**config.mk**
```make
export PLATFORM = sky130hd
export DESIGN_NAME = addr_bus_arbiter_flat
export DESIGN_NICKNAME = d
export VERILOG_FILES = /design/src/rtl/addr_bus_arbiter_if.sv /design/src/rtl/addr_bus_arbiter.sv /design/src/flat_wrapper.sv
export SDC_FILE = /design/constraint.sdc
export NUM_CORES = 1
export LEC_CHECK = 0
export CAP_MARGIN = 40
export CORE_UTILIZATION = 35
export CTS_BUF_LIST = sky130_fd_sc_hd__clkbuf_8
export CTS_CLUSTER_SIZE = 8
export DETAILED_ROUTE_END_ITERATION = 10
export HOLD_SLACK_MARGIN = 0.03
export SETUP_SLACK_MARGIN = 0.3
export SLEW_MARGIN = 20
export SYNTH_ARGS = -nofsm -noshare
export SYNTH_HDL_FRONTEND = slang
export SYNTH_SLANG_ARGS = --single-unit
```
**constraint.sdc**
```tcl
create_clock -name clock -period 2.6 [get_ports clock]
set_input_delay 0.52 -clock clock [delete_from_list [all_inputs] [get_ports clock]]
set_output_delay 0.52 -clock clock [all_outputs]
set_load 0.02 [all_outputs]
```
**src/rtl/addr_bus_arbiter_if.sv**
```systemverilog
// Address-bus arbitration signals shared by the four address registers and the arbiter.
// master = requester/register side, slave = arbiter side.
interface addr_bus_arbiter_if;
  logic [3:0] req;
  logic [3:0] post_inc;
  logic [3:0] post_dec;
  logic       hold;
  logic [3:0] a_addr_n;
  logic [3:0] inc;
  logic [3:0] dec;
  logic [3:0] gnt;
  logic       busy;

  modport master (
    output req, post_inc, post_dec, hold,
    input  a_addr_n, inc, dec, gnt, busy
  );

  modport slave (
    input  req, post_inc, post_dec, hold,
    output a_addr_n, inc, dec, gnt, busy
  );
endinterface

```
**src/rtl/addr_bus_arbiter.sv**
```systemverilog
// Round-robin arbiter granting the address bus to PC/SP/SI/DI, with an optional
// one-cycle post-increment/decrement strobe after the address phase.
module addr_bus_arbiter (
  input  logic               clock,
  input  logic               clear_n,
  addr_bus_arbiter_if.slave  bus
);

  typedef enum logic [1:0] {
    IDLE   = 2'd0,
    ADDR   = 2'd1,
    UPDATE = 2'd2
  } state_t;

  state_t     state;
  logic [1:0] rr_ptr;
  logic [1:0] idx;
  logic       lat_inc;
  logic       lat_dec;

  logic [3:0] a_addr_n_q;
  logic [3:0] inc_q;
  logic [3:0] dec_q;
  logic [3:0] gnt_q;
  logic       busy_q;

  logic [1:0] sel;
  logic [1:0] cand;
  logic       found;

  function automatic logic [3:0] one_hot(input logic [1:0] i);
    one_hot = 4'b0001 << i;
  endfunction

  // First requester at or above rr_ptr, wrapping 3 -> 0.
  // NOTE: every always_comb output gets a default first so no latch is inferred.
  always_comb begin
    sel   = rr_ptr;
    cand  = rr_ptr;
    found = 1'b0;
    for (int k = 0; k < 4; k++) begin
      cand = rr_ptr + 2'(k);
      if (!found && bus.req[cand]) begin
        sel   = cand;
        found = 1'b1;
      end
    end
  end

  // Outputs are loaded together with the state they belong to, so they are
  // registered yet already valid during the first cycle of that state.
  // NOTE: sequential state uses non-blocking assignments so every register sees pre-edge values.
  always_ff @(posedge clock) begin
    if (!clear_n) begin
      state      <= IDLE;
      rr_ptr     <= 2'd0;
      idx        <= 2'd0;
      lat_inc    <= 1'b0;
      lat_dec    <= 1'b0;
      a_addr_n_q <= 4'b1111;
      inc_q      <= 4'b1111;
      dec_q      <= 4'b1111;
      gnt_q      <= 4'b0000;
      busy_q     <= 1'b0;
    end else begin
      case (state)
        IDLE: begin
          if (found) begin
            idx        <= sel;
            lat_inc    <= bus.post_inc[sel];
            lat_dec    <= bus.post_dec[sel];
            rr_ptr     <= sel + 2'd1;
            a_addr_n_q <= ~one_hot(sel);
            gnt_q      <= one_hot(sel);
            busy_q     <= 1'b1;
            state      <= ADDR;
          end
        end

        ADDR: begin
          if (!bus.hold) begin
            a_addr_n_q <= 4'b1111;
            if (lat_inc ^ lat_dec) begin
              inc_q <= ~({4{lat_inc}} & one_hot(idx));
              dec_q <= ~({4{lat_dec}} & one_hot(idx));
              state <= UPDATE;
            end else begin
              // Conflicting or absent flags: release without any strobe.
              gnt_q  <= 4'b0000;
              busy_q <= 1'b0;
              state  <= IDLE;
            end
          end
        end

        UPDATE: begin
          // Returning the strobe high here is the edge the register acts on.
          inc_q  <= 4'b1111;
          dec_q  <= 4'b1111;
          gnt_q  <= 4'b0000;
          busy_q <= 1'b0;
          state  <= IDLE;
        end

        default: begin
          a_addr_n_q <= 4'b1111;
          inc_q      <= 4'b1111;
          dec_q      <= 4'b1111;
          gnt_q      <= 4'b0000;
          busy_q     <= 1'b0;
          state      <= IDLE;
        end
      endcase
    end
  end

  assign bus.a_addr_n = a_addr_n_q;
  assign bus.inc      = inc_q;
  assign bus.dec      = dec_q;
  assign bus.gnt      = gnt_q;
  assign bus.busy     = busy_q;

endmodule

```
**src/flat_wrapper.sv**
```systemverilog
// flat-port wrapper written by rule: the top's interface ports become plain ports
module addr_bus_arbiter_flat 
  (clock, clear_n, bus_req, bus_post_inc, bus_post_dec, bus_hold, bus_a_addr_n, bus_inc, bus_dec, bus_gnt, bus_busy);
  addr_bus_arbiter_if bus_i ();
  input  logic clock;
  input  logic clear_n;
  input wire logic [$bits(bus_i.req)-1:0] bus_req;
  input wire logic [$bits(bus_i.post_inc)-1:0] bus_post_inc;
  input wire logic [$bits(bus_i.post_dec)-1:0] bus_post_dec;
  input wire logic [$bits(bus_i.hold)-1:0] bus_hold;
  output wire logic [$bits(bus_i.a_addr_n)-1:0] bus_a_addr_n;
  output wire logic [$bits(bus_i.inc)-1:0] bus_inc;
  output wire logic [$bits(bus_i.dec)-1:0] bus_dec;
  output wire logic [$bits(bus_i.gnt)-1:0] bus_gnt;
  output wire logic [$bits(bus_i.busy)-1:0] bus_busy;
  assign bus_i.req = bus_req;
  assign bus_i.post_inc = bus_post_inc;
  assign bus_i.post_dec = bus_post_dec;
  assign bus_i.hold = bus_hold;
  assign bus_a_addr_n = bus_i.a_addr_n;
  assign bus_inc = bus_i.inc;
  assign bus_dec = bus_i.dec;
  assign bus_gnt = bus_i.gnt;
  assign bus_busy = bus_i.busy;
  addr_bus_arbiter u_core (.clock(clock), .clear_n(clear_n), .bus(bus_i));
endmodule
```
# Word level (Yosys, flattened, before mapping)
# Cells that the tools add are included.
# totals
register_bits	25
inputBits	15
# classes
bitwise	8
muxes	40
magnitude_cmp	5
n_eq_ne	6
n_addsub	4
reduce_logical	12
shift	2
# op_table
op	count
$mux 4	9
$pmux 4 s2	3
$lt 2x3->1 const B	5
$mux 1	13
$bmux 1 s2	6
$mux 2	6
$not 4->4	3
$pmux 4 s3	1
$reduce_and 3->1	3
$and 4x4->4	2
$shl 1x2->4 const A	2
$add 2x1->2 const B	2
$add 2x2->2 const B	2
$ne 2x1->1 const B	2
$ne 2x2->1 const B	2
$pmux 2 s2	1
$reduce_and 2->1	2
$logic_and 1x1->1	3
$logic_not 1->1	3
$eq 2x1->1 const B	1
$eq 2x2->1 const B	1
$logic_not 2->1	1
$not 1->1	2
$pmux 1 s2	1
$xor 1x1->1	1

# Longest topological paths before layout
# Gate-level depths: netlist of run 1.
# logic_depth
word_depth	16
depth_mapped	6
ltp_nobuf	5

# Least setup slack after synthesis of run 1
# Ideal clock, no wire load.
# synth_timing
path_kind	input to register
from	input port bus_req[2]
to	register u_core.gnt_q[1], in the netlist u_core.bus.gnt[1]
path_buffers	1
slack_ns	0.972
t_arrival_ns	1.513
t_required_ns	2.485
stages	5
setup_time_ns	0.115
path_cell_list	nor4_2 nor3_1 clkbuf_1 and3_1 o21a_1
# synth_via
elab_chain_cells	15
# synth_rtl
item	line_no	text
start: declaration	flat_wrapper.sv:7	input wire logic [$bits(bus_i.req)-1:0] bus_req;
$bmux 1 s2	addr_bus_arbiter.sv:43	if (!found && bus.req[cand]) begin
$mux 1 (implied by the code)	addr_bus_arbiter.sv:43	
$mux 1	addr_bus_arbiter.sv:43	
$logic_not 1->1	addr_bus_arbiter.sv:43	
$logic_and 1x1->1	addr_bus_arbiter.sv:43	
$mux 1	addr_bus_arbiter.sv:43	
$logic_not 1->1	addr_bus_arbiter.sv:43	
$logic_and 1x1->1	addr_bus_arbiter.sv:43	
$mux 1	addr_bus_arbiter.sv:43	
$logic_not 1->1	addr_bus_arbiter.sv:43	
$logic_and 1x1->1	addr_bus_arbiter.sv:43	
$mux 2	addr_bus_arbiter.sv:43	
$shl 1x2->4	addr_bus_arbiter.sv:32	one_hot = 4'b0001 << i;
$mux 4	addr_bus_arbiter.sv:68	if (found) begin
$pmux 4 s2	addr_bus_arbiter.sv:66	case (state)
end signal: assignment	addr_bus_arbiter.sv:74	gnt_q <= one_hot(sel);
end: declaration	addr_bus_arbiter.sv:24	logic [3:0] gnt_q;
# Parallel ways exist; a longest one is shown, timed or not. The select of a mux whose other input is x is not followed.
# A chain may end at the register's enable or synchronous reset.

# Worst setup path in the final report of run 1
# layout_timing
from	input port bus_req[3]
to	register u_core.lat_inc
# layout_via
elab_chain_cells	14
# layout_rtl
item	line_no	text
$bmux 1 s2	addr_bus_arbiter.sv:43	
$mux 1 (implied by the code)	addr_bus_arbiter.sv:43	
$mux 1	addr_bus_arbiter.sv:43	
$logic_not 1->1	addr_bus_arbiter.sv:43	
$logic_and 1x1->1	addr_bus_arbiter.sv:43	
$mux 1	addr_bus_arbiter.sv:43	
$logic_not 1->1	addr_bus_arbiter.sv:43	
$logic_and 1x1->1	addr_bus_arbiter.sv:43	
$mux 1	addr_bus_arbiter.sv:43	
$logic_not 1->1	addr_bus_arbiter.sv:43	
$logic_and 1x1->1	addr_bus_arbiter.sv:43	
$mux 2	addr_bus_arbiter.sv:43	
$bmux 1 s2	addr_bus_arbiter.sv:70	lat_inc <= bus.post_inc[sel];
$mux 1 (implied by the code)	addr_bus_arbiter.sv:70	
end signal: assignment	addr_bus_arbiter.sv:70	
end: declaration	addr_bus_arbiter.sv:18	logic lat_inc;
# Parallel ways exist; a longest one is shown, timed or not. The select of a mux whose other input is x is not followed.

==> results of run 1 <==
## metal layers
layer | share of wire (%) | GRT usage (%) | up-vias | wire length, um
met2 | 47 | 28.73 | 24 | 1254
met4 | 1.1 | 5.102 | 0 | 29
met5 | 0 | 0 | - | 0
met3 | 4.4 | 5.022 | 4 | 118
met1 | 48 | 21.63 | 504 | 1275
li1 | - | - | 546 | -
## through the flow
stage | setup WS (ns) | std cells | hold slack, ns | cell area (um^2)
finish | 0.5349 | 210 | 0.4543 | 1551
global route | 0.3630 | 210 | 0.4849 | 1551
CTS | 0.4493 | 210 | 0.4581 | 1546
detailed placement | 0.1503 | 206 | 0.4452 | 1500
global placement | 0.1519 | 205 | 0.4402 | 1495
floorplan | 0.9723 | 136 | 0.4823 | 1151
## cell families (layout without fill, tap and decap cells)
logic type / count (synthesis) / count (layout) / synth area share [%]
AO/OA/AOI/OAI: 37 / 37 / 21.63
flip-flops: 25 / 25 / 43.48
XOR/XNOR: 2 / 2 / 1.522
buffers and inverters: 12 / 42 / 4.457
multiplexers: 4 / 4 / 3.478
AND/OR/NAND/NOR: 56 / 56 / 25.43
## how the worst max path moves through the flow
| stage | slack [ns] | from | cells after the start | end |
|---|---|---|---|---|
| floorplan | 0.97 | bus_req[2] | 5 | u_core.bus.gnt[1] |
| CTS | 0.45 | bus_req[3] | 6 | u_core.bus.a_addr_n[0] |
| global placement | 0.15 | bus_req[3] | 5 | u_core.bus.a_addr_n[1] |
| detailed placement | 0.15 | bus_req[3] | 6 | u_core.bus.a_addr_n[0] |
| finish | 0.53 | bus_req[3] | 6 | u_core.lat_inc |
| global route | 0.36 | bus_req[3] | 6 | u_core.lat_inc |
## cells in the final DEF, fill, tap and decap left out, drive strengths merged, types with 3 or more instances in the layout
master          n
a21oi           6
a21boi          3
nor2            5
or3             3
o21ai          16
mux2i           4
dfxtp          25
nand3          11
inv             4
clkbuf          3
nor2b           5
clkdlybuf4s50  31
nor3b           3
buf             3
nand2          17
## critical path, delay by kind of cell
kind	cells	cell delay, ns
buffers and inverters	1	0.60
AOI/OAI and AO/OA	3	0.72
muxes	1	0.27
and+or+nand+nor	1	0.10
## final cells by class
cell class,instances,area (um^2),share of cell area [%]
clock buffers,3,41.29,2.661
clock inverters,1,5.005,0.3226
inverters,4,15.01,0.9677
multi-input cells,99,604.3,38.95
flip-flops and latches,25,500.5,32.26
well taps,44,55.05,3.548
repair buffers,34,330.3,21.29
## what timing repair did
action                                 in CTS  in global routing
endpoints found under the hold margin       0                  0
buffers inserted                            0                  0
setup endpoints to repair                   0                  1
resized for setup                           0                  1
## report_power, final
part / total [uW] / internal (uW) / switching, uW
clock network: 233 / 107 / 125
registers: 449 / 417 / 32.0
logic: 263 / 121 / 141
## flip-flops by register name, summed over array words and instances (netlist names)
name                 cells
u_core.state             2
u_core.lat_inc           1
u_core.rr_ptr            2
u_core.bus.dec           4
u_core.bus.inc           4
u_core.lat_dec           1
u_core.bus.busy          1
u_core.bus.a_addr_n      4
u_core.idx               2
u_core.bus.gnt           4
==> flow_summary.toml, run 1 <==
[timing]
finalCritPeriodShare_pct = 79.43
min_period_ns = 2.065
timing.fmax_ghz = 0.4842
relSlewSlack_pct = 61.63
finalSetupViolCount = 0
hold_violations = 0
setup_tns_ns = 0
rsz0062_at_grt = "no"
drv_slew = 0
fin_skew_ns = 0.01121
tightest_slew_ns = 0.5751

[hold_path]
min_path_type = "reg2reg"
holdPathEnd = "u_core.bus.gnt[0]"
hold_depth = 2
holdCritStartpoint = "u_core.bus.gnt[0]"

[floorplan]
core-area_um2 = 3078
die_x_um = 59.35
die-area_um2 = 3522
start_util_pct = 37.40
rows = 20
die_h_um = 59.35
num_io_pins = 32

[layout]
fill_cells = 326
nets = 182
finish.utilization_pct = 50.41
drive_gt1_share_pct = 9.036
n_antenna_cell = 0
area_growth_pct = 34.78

[cts]
cts_buffer_depth = 2
clk_latency_ns = 0.28
cts_buffers = 3
cts_tree = "built"
cts.clk_slew.worst_paths_ns = 0.09
cts_root_buffer = "clkbuf_8"
h-tree-depth = 1
ctsHoldBuffers = 0
clkSinkCount = 25

[outcome]
status = "complete, no violations"

[logic_synthesis]
synth_top_area_cell = "dfxtp_1"
synthFlopType = "dfxtp_1"
synth_top_area_share_pct = 43.48
yosysWarnings = 0
synth-edff-count = 0
synth_top_cells_by_count = "dfxtp_1, nand2_1, o21ai_1"
syn-cell-area_um2 = 1151
post-synth-top-count-cell = "dfxtp_1"
synth_area_leaders = "dfxtp_1, o21ai_1, nand2_1"
yosysSeqAreaShare_pct = 43.48
synth_cells = 136
syn_nets = 151
synth_cell_types = 36
avgSynthCellArea_um2 = 8.464
synth_seq_cells = 25
async_flop_share_pct = 0

[place]
io_buffers = 31
place_hpwl_mm = 1.968
place.gp.congestion = 0.7665

[routing]
drtIter0Drc = 21
drc = 0
finalWirelength_mm = 2.676
avgViaCountPerCell = 5.133
avgRoutedWirePerCell_um = 12.74
dr.pass1.iters = 4
ant_nets = 0
vias = 1078

[global_route]
grt_max_degree = 17
grt_pass1_vias = 1008
antenna_found_initial = 0
track_usage_pct = 17.30
grt_pass1_wl_mm = 4.560
grt-ovfl-total = 0

[job]
maxCapViolations = 0

[setup_path]
required_ns = 2.75
crit_type = "in2reg"
r2r_slack_ns = 0.99
critPathCaptureType = "flip-flop"
critPathSlowestCell = "clkdlybuf4s50_1"
critPathArrivalTime_ns = 2.21
r2r-end = "u_core.lat_inc"
r2r_start = "u_core.rr_ptr[1]"
crit_path_max_fanout = 13
path_cells = "clkdlybuf4s50_1 -> nor2b_1 -> o21ai_0 -> o221a_2 -> mux2i_1 -> o221ai_1"
slowest_delay_ns = 0.60
cp-start-kind = "input port"
reg2reg_depth = 5

[power]
p_per_area_nw_per_um2 = 608.8
ir_worst_vdd_uv = 321.1
p_total_uw = 944.5
p_leak_uw = 0.0005621
Note: power is estimated with default switching activity, not from simulation.
==> inputs of run 2 (changes only) <==
==> constraint.sdc (replaced) <==
create_clock -name clock -period 2.1 [get_ports clock]
set_input_delay 0.42 -clock clock [delete_from_list [all_inputs] [get_ports clock]]
set_output_delay 0.42 -clock clock [all_outputs]
set_load 0.02 [all_outputs]
==> run 2 against run 1 <==
Effect of this change: first-iteration DRC count rose by 62%; combinational power rose by 49%; critical path type unchanged; die area did not move; utilization rose by 4.9 points; total power rose by 30%; register-to-register slack got worse by 0.54 ns; final area rose by 9.7%; flip-flop and latch count did not move.
==> flow_summary.toml, run 2 (synthesis gave the netlist of run 1 again) <==
[cts]
cts_root_buffer = "clkbuf_8"
h-tree-depth = 1
clkSinkCount = 25
clk_latency_ns = 0.26
cts_tree = "built"
cts_buffers = 3
ctsHoldBuffers = 0
cts.clk_slew.worst_paths_ns = 0.08
cts_buffer_depth = 2

[global_route]
grt_max_degree = 14
antenna_found_initial = 0
grt_pass1_wl_mm = 4.650
grt-ovfl-total = 0
grt_pass1_vias = 1067
track_usage_pct = 17.66

[floorplan]
die-area_um2 = 3522
die_h_um = 59.35
die_x_um = 59.35
start_util_pct = 37.40
core-area_um2 = 3078
num_io_pins = 32
rows = 20

[routing]
ant_nets = 0
finalWirelength_mm = 2.822
dr.pass1.iters = 4
drc = 0
avgViaCountPerCell = 5.155
drtIter0Drc = 34
avgRoutedWirePerCell_um = 12.83
vias = 1134

[layout]
drive_gt1_share_pct = 18.75
seqCellArea_um2 = 500.5
finish.utilization_pct = 55.28
final_common_cell = "clkdlybuf4s50_1"
final_area_um2 = 1702
nets = 192
multi_input_area_um2 = 686.9
n_antenna_cell = 0
area_growth_pct = 47.83
fill_cells = 286
layout_common_cells = "clkdlybuf4s50_1, dfxtp_1, nand2_1"

[timing]
tightest_slew_ns = 0.4756
setup_tns_ns = 0
relSlewSlack_pct = 68.23
min_period_ns = 1.722
finalSetupViolCount = 0
rsz0062_at_grt = "no"
drv_slew = 0
finalCritPeriodShare_pct = 82.01
timing.fmax_ghz = 0.5807
hold_violations = 0
fin_ws_ns = 0.3778
fin_skew_ns = 0.002372

[hold_path]
holdCritStartpoint = "u_core.bus.gnt[2]"
holdPathEnd = "u_core.bus.gnt[2]"
min_path_type = "reg2reg"
hold_depth = 2

[place]
place_hpwl_mm = 2.049
io_buffers = 31
place_area_um2 = 1563
dp_slack_ns = -0.09828
place.gp.congestion = 0.7689

[setup_path]
r2r_slack_ns = 0.45
crit_type = "in2reg"
cp-start-kind = "input port"
reg2reg_depth = 5
crit_path_max_fanout = 6
required_ns = 2.30
crit_start = "bus_req[0]"
r2r_start = "u_core.rr_ptr[1]"
critPathArrivalTime_ns = 1.92
critPathCaptureType = "flip-flop"
r2r-end = "u_core.lat_dec"

[power]
p_leak_uw = 0.0006443
p_per_area_nw_per_um2 = 720.6
ir_worst_vdd_uv = 452.5
p_total_uw = 1226

[job]
maxCapViolations = 0

[outcome]
status = "complete, no violations"
[run 2: power breakdown]
group	internal (uW)	switching, uW
clock	131	140
sequential	517	46.7
combinational	192	200
total	839	387
[run 2: worst max path at each step]
stage                        endpoint  cells past startpoint
floorplan           u_core.bus.gnt[1]                      5
global placement    u_core.bus.gnt[1]                      6
detailed placement  u_core.bus.gnt[3]                      6
CTS                 u_core.bus.gnt[3]                      6
global route        u_core.bus.gnt[0]                      6
finish              u_core.bus.gnt[2]                      6
[run 2: stage by stage]
stage               hold slack (ns)  instances
floorplan                    0.4823        136
global placement             0.4566        214
detailed placement           0.4584        214
CTS                          0.4697        218
global route                 0.5030        220
finish                       0.4673        220
[run 2: what timing repair did]
item	in CTS	in global routing
setup endpoints to repair	11	11
gates cloned	0	1
pin swaps	1	5
setup buffers	0	1
gates resized for setup	8	12
[run 2: layer usage]
layer	vias to the layer above	share of wire [%]	track usage, %
li1	571	-	-
met1	537	49	23.78
met2	22	46	27.77
met3	4	3.6	4.585
met4	0	0.96	5.102
met5	-	0	0
[run 2: critical path: stages]
cell	delay (ns)
dlygate4sd2_1	0.32
nor2b_1	0.29
a21oi_2	0.09
o221a_2	0.33
or3_1	0.35
a21boi_1	0.12
[run 2: cell type report]
type | instances | area share [%]
clock buffers | 3 | 2.426
clock inverters | 1 | 0.2206
inverters | 4 | 0.8824
multi-input cells | 100 | 40.37
flip-flops and latches | 25 | 29.41
well taps | 44 | 3.235
repair buffers | 43 | 23.46
